**src/rtl/pipeline_pkg.sv**
```systemverilog
// Shared pipeline definitions: fetch FSM state encoding and common constants.
package pipeline_pkg;

  typedef enum logic [1:0] {
    FS_BOOT    = 2'd0,
    FS_FETCH   = 2'd1,
    FS_WAIT    = 2'd2,
    FS_DISCARD = 2'd3
  } fetch_state_e;

  localparam logic [31:0] NOP_INSTR = 32'h0000_0000;
  localparam logic [31:0] PC_STEP   = 32'd4;

endpackage : pipeline_pkg

```
**src/rtl/sat_counter.sv**
```systemverilog
// Saturating up-counter with synchronous clear; holds at all-ones instead of wrapping.
module sat_counter #(
  parameter int CNT_W = 16
) (
  input  logic             clk,
  input  logic             reset,
  input  logic             inc,
  input  logic             clear,
  output logic [CNT_W-1:0] count
);

  localparam logic [CNT_W-1:0] CNT_MAX = {CNT_W{1'b1}};

  // Count register: clear has priority, increments stop at CNT_MAX.
  // NOTE: sequential state is written with <= so every flop samples pre-edge values.
  always_ff @(posedge clk or posedge reset) begin
    if (reset) begin
      count <= '0;
    end else if (clear) begin
      count <= '0;
    end else if (inc && (count != CNT_MAX)) begin
      count <= count + 1'b1;
    end
  end

endmodule : sat_counter

```
**src/rtl/fetch_sequencer.sv**
```systemverilog
// Fetch-stage sequencer: owns the PC, the imem request handshake and the IF/ID
// load/flush/bubble controls. Taken branches redirect fetch; a response still
// in flight for the old address is drained and dropped in DISCARD.
module fetch_sequencer
  import pipeline_pkg::*;
#(
  parameter logic [31:0] RESET_PC = 32'h0000_0000,
  parameter int          CNT_W    = 16
) (
  input  logic             clk,
  input  logic             reset,
  output logic [31:0]      imem_addr,
  output logic             imem_read,
  input  logic             imem_busywait,
  input  logic             branch_taken,
  input  logic [31:0]      branch_target,
  input  logic             hold,
  input  logic             dmem_busywait,
  output logic [31:0]      fetch_pc,
  output logic [31:0]      fetch_pc_4,
  output logic             ifid_load,
  output logic             ifid_flush,
  output logic             ifid_bubble,
  output logic [CNT_W-1:0] imem_stall_cnt,
  output logic [CNT_W-1:0] redirect_cnt
);

  fetch_state_e state, state_next;
  logic [31:0]  pc, pc_next;
  logic [31:0]  req_addr;
  logic         stall_inc;
  logic         redirect_inc;
  logic         front_stall;

  assign front_stall = hold | dmem_busywait;

  // State, PC and outstanding-request address registers.
  always_ff @(posedge clk or posedge reset) begin
    if (reset) begin
      state    <= FS_BOOT;
      pc       <= RESET_PC;
      req_addr <= RESET_PC;
    end else begin
      state <= state_next;
      pc    <= pc_next;
      // The address of the request on the bus is remembered so DISCARD can keep
      // presenting it unchanged while the redirected pc waits.
      if (state == FS_FETCH || state == FS_WAIT) begin
        req_addr <= pc;
      end
    end
  end

  // Next-state, next-pc and IF/ID control decode with branch > stall > miss > hit priority.
  // NOTE: every output gets a default first so no path through the case infers a latch.
  always_comb begin
    state_next   = state;
    pc_next      = pc;
    imem_read    = 1'b0;
    ifid_load    = 1'b0;
    ifid_flush   = 1'b0;
    ifid_bubble  = 1'b0;
    redirect_inc = 1'b0;
    unique case (state)
      FS_BOOT: begin
        state_next = FS_FETCH;
      end
      FS_FETCH, FS_WAIT: begin
        imem_read = 1'b1;
        if (branch_taken) begin
          pc_next      = branch_target;
          ifid_flush   = 1'b1;
          redirect_inc = 1'b1;
          state_next   = imem_busywait ? FS_DISCARD : FS_FETCH;
        end else if (front_stall) begin
          state_next = imem_busywait ? FS_WAIT : FS_FETCH;
        end else if (imem_busywait) begin
          ifid_bubble = 1'b1;
          state_next  = FS_WAIT;
        end else begin
          ifid_load  = 1'b1;
          pc_next    = pc + PC_STEP;
          state_next = FS_FETCH;
        end
      end
      FS_DISCARD: begin
        imem_read = 1'b1;
        if (branch_taken) begin
          pc_next      = branch_target;
          ifid_flush   = 1'b1;
          redirect_inc = 1'b1;
        end else if (!front_stall) begin
          ifid_bubble = 1'b1;
        end
        state_next = imem_busywait ? FS_DISCARD : FS_FETCH;
      end
      default: begin
        state_next = FS_BOOT;
      end
    endcase
  end

  assign imem_addr  = (state == FS_DISCARD) ? req_addr : pc;
  assign fetch_pc   = pc;
  assign fetch_pc_4 = pc + PC_STEP;
  assign stall_inc  = (state == FS_WAIT) || (state == FS_DISCARD);

  sat_counter #(.CNT_W(CNT_W)) u_stall_cnt (
    .clk   (clk),
    .reset (reset),
    .inc   (stall_inc),
    .clear (1'b0),
    .count (imem_stall_cnt)
  );

  sat_counter #(.CNT_W(CNT_W)) u_redirect_cnt (
    .clk   (clk),
    .reset (reset),
    .inc   (redirect_inc),
    .clear (1'b0),
    .count (redirect_cnt)
  );

endmodule : fetch_sequencer

```
**config.mk**
```make
export PLATFORM = sky130hd
export DESIGN_NAME = fetch_sequencer
export DESIGN_NICKNAME = d
export VERILOG_FILES = /design/src/rtl/pipeline_pkg.sv /design/src/rtl/sat_counter.sv /design/src/rtl/fetch_sequencer.sv
export SDC_FILE = /design/constraint.sdc
export NUM_CORES = 1
export LEC_CHECK = 0
export ABC_AREA = 1
export BUFFER_PORTS_ARGS = -buffer_cell sky130_fd_sc_hd__buf_2
export CAP_MARGIN = 20
export CORE_ASPECT_RATIO = 0.75
export CORE_MARGIN = 5
export CORE_UTILIZATION = 49
export DETAILED_ROUTE_END_ITERATION = 7
export PLACE_DENSITY = 0.78
export SLEW_MARGIN = 20
export SYNTH_ARGS = -nofsm -noshare
export SYNTH_HDL_FRONTEND = slang
export SYNTH_SLANG_ARGS = --single-unit
export TNS_END_PERCENT = 5
```
**constraint.sdc**
```tcl
create_clock -name clk -period 5.1 [get_ports clk]
set_input_delay 0.255 -clock clk [delete_from_list [all_inputs] [get_ports clk]]
set_output_delay 0.255 -clock clk [all_outputs]
set_load 0.05 [all_outputs]
```
==> results.sh <==
export IMPL_status="completed"
export IMPL_r2r_end="fetch_pc[25]"
export IMPL_yosysTopAreaCellShare_pct=41.2
export IMPL_coreArea_um2=11700
export IMPL_hold_viol_final=0
export IMPL_tightest_slew_ns=0.947
export IMPL_die_w_um=137
export IMPL_synth_area_leader_cell="dfrtp_1"
export IMPL_clock_root_buffer="clkbuf_16"
export IMPL_slowest_stage="nor2_4"
export IMPL_start_util_pct=50.7
export IMPL_diodes=0
export IMPL_synth_seq_cells=98
export IMPL_crit_start="state[0]"
export IMPL_drcViolationCount=0
export IMPL_finalMaxSlewViolations=0
export IMPL_syn_cell_area_um2=5950
export IMPL_routabilityCongestion=0.946
export IMPL_grt_remaining_overflow=0
export IMPL_grt_max_degree=66
export IMPL_final_common_cell="nand2_1"
export IMPL_grt_pass1_vias=5074
export IMPL_critical_path_class="register to register"
export IMPL_finalWirelength_um=16200
export IMPL_setup_tns_ns=0
export IMPL_post_drt_wl_per_cell_um=14.4
export IMPL_crit_family="simple AND/OR/NAND/NOR gates"
export IMPL_skew_ns=0.00753
export IMPL_hold_worst_slack_ns=0.112
export IMPL_synthTopCellsByArea="dfrtp_1 (41%), nand2_1 (20%), o21ai_0 (6.4%)"
export IMPL_ys_seq_area_share_pct=41.2
export IMPL_antenna_found_initial=0
export IMPL_num_vias=5660
export IMPL_hp_class="input port to register"
export IMPL_cts_buffers=9
export IMPL_synth_distinct_cells=33
export IMPL_startpoint_type="register"
export IMPL_r2r_cells=9
export IMPL_fin_nets=1003
export IMPL_htree_num_levels=3
export IMPL_rsz0062_at_grt="false"
export IMPL_antenna_left=0
export IMPL_die_height_um=105
export IMPL_worst_path_max_fanout=30
export IMPL_ys_warn_count=0
export IMPL_cts_resized=0
export IMPL_numPortBuffers=169
export IMPL_post_cts_buffers=0
export IMPL_syn_inst=802
export IMPL_r2r_setup_slack_ns=2.31
export IMPL_ios=170
export IMPL_worstPathRequired_ns=5.38
export IMPL_fmax_mhz=358
export IMPL_r2r_start="state[0]"
export IMPL_dieArea_um2=14500
export IMPL_rows=34
export IMPL_worstPathArrival_ns=3.07
export IMPL_gr_usage_all_layers_pct=22.3
export IMPL_drv_cap=0
export IMPL_multi_input_area_um2=3040
export IMPL_endpoint="fetch_pc[25]"
export IMPL_critPathMaxStageDelay_ns=0.87
export IMPL_syn_avg_cell_area_um2=7.42
export IMPL_dpl_hpwl_um=11900
export IMPL_path_depth=9
export IMPL_clock_latency_ns=0.35
export IMPL_end_kind="register"
export IMPL_fillers=1074
export IMPL_cts_sinks=98
export IMPL_setup_slack_ns=2.31
export IMPL_crit_chain="inv_1, ha_1, nand3_1, nand2_1, inv_2, nand3_2, nor2_4, nand3_1, nand2_1"
export IMPL_final_cell_mix="nand2_1 (317), buf_2 (169), dfrtp_1 (98), o21ai_0 (76), inv_1 (67)"
export IMPL_synth_edff_count=0
export IMPL_synthArstFlopShare_pct=100
export IMPL_critical_path_buf_inv_count=2
export IMPL_period_needed_ns=2.79
export IMPL_syn_to_final_growth_pct=20.3
export IMPL_drtIter0Drc=465
export IMPL_period_share_pct=54.7
export IMPL_regArea_um2=2450
export IMPL_finalSetupViolCount=0
export IMPL_drive_gt1_share_pct=24.9
export IMPL_postCtsHoldBufs=1
export IMPL_cts_tree="built"
export IMPL_place_ws_ns=2.38
export IMPL_dr_pass1_iters=5
export IMPL_cts_buffer_depth=2
export IMPL_clkTransAtPathRegs_ns=0.07
export IMPL_relSlewSlack_pct=36.8
export IMPL_synth_nets=846
export IMPL_avgViaCountPerCell=5.03
export IMPL_synth_ff_type="dfrtp_1"
export IMPL_grt_pass1_wl_um=26000
-- cells in the mapped netlist, types with 4 or more instances --
cell type / instances
a22oi_1: 23
buf_4: 4
buf_6: 7
clkbuf_1: 14
dfrtp_1: 98
ha_1: 6
inv_1: 68
inv_2: 7
nand2_1: 317
nand2_2: 7
nand2_4: 5
nand3_1: 38
nand4_1: 4
nor2_1: 51
nor2_2: 4
nor2_4: 13
nor3_1: 4
o21ai_0: 76
xnor2_1: 13
xor2_1: 18
xor2_2: 6
-- routing by layer --
metal	up-vias	global-route usage, %	routed length (um)
met2	194	32.8	6960
met3	18	4.57	1230
li1	2837	-	-
met1	2611	34.0	7790
met4	0	4.91	195
met5	-	0	0
-- worst reg2reg max path: stages, from the launching register on --
cell	delay, ns
dfrtp_1	0.35
inv_1	0.06
ha_1	0.37
nand3_1	0.12
nand2_1	0.08
inv_2	0.07
nand3_2	0.56
nor2_4	0.88
nand3_1	0.16
nand2_1	0.09
-- metrics by stage --
stage	instances	util (%)	cell area, um^2
6_report	1126	61.0	7160
5_1_grt	1126	61.0	7160
4_1_cts	1126	61.0	7160
3_5_place_dp	1109	58.3	6850
3_3_place_gp	1109	58.3	6850
2_1_floorplan	802	-	5950
-- area by class of cell --
cell class,count,share of cell area [%]
multi-input cells,602,42.5
clock buffers,10,3.34
flip-flops and latches,98,34.2
repair buffers,173,12.3
well taps,162,2.83
inverters,75,3.96
clock inverters,6,0.908
-- flip-flops by register name, summed over array words and instances, names as in the netlist --
name,cells
state,2
fetch_pc,32
u_redirect_cnt.count,16
req_addr,32
u_stall_cnt.count,16
-- cell families (layout without fill, tap and decap cells) --
kind of cell	count (synthesis)	after routing	synth area share (%)
fa+ha+maj	6	6	1.26
buf+inv	102	264	7.73
xor+xnor	37	37	6.20
compound gates	105	105	9.92
simple gates	454	454	33.7
flops	98	98	41.2
-- how the worst min path moves through the flow --
stage                     start                    to  cells past startpoint
2_1_floorplan  branch_target[1]           fetch_pc[1]                      2
3_3_place_gp              reset  u_stall_cnt.count[3]                      2
3_5_place_dp              reset  u_stall_cnt.count[3]                      2
4_1_cts        branch_target[1]           fetch_pc[1]                      3
5_1_grt        branch_target[1]           fetch_pc[1]                      3
6_report       branch_target[1]           fetch_pc[1]                      3
Power is not shown: default switching activity piles up to over one toggle a cycle in this logic, so the estimate is an artifact.
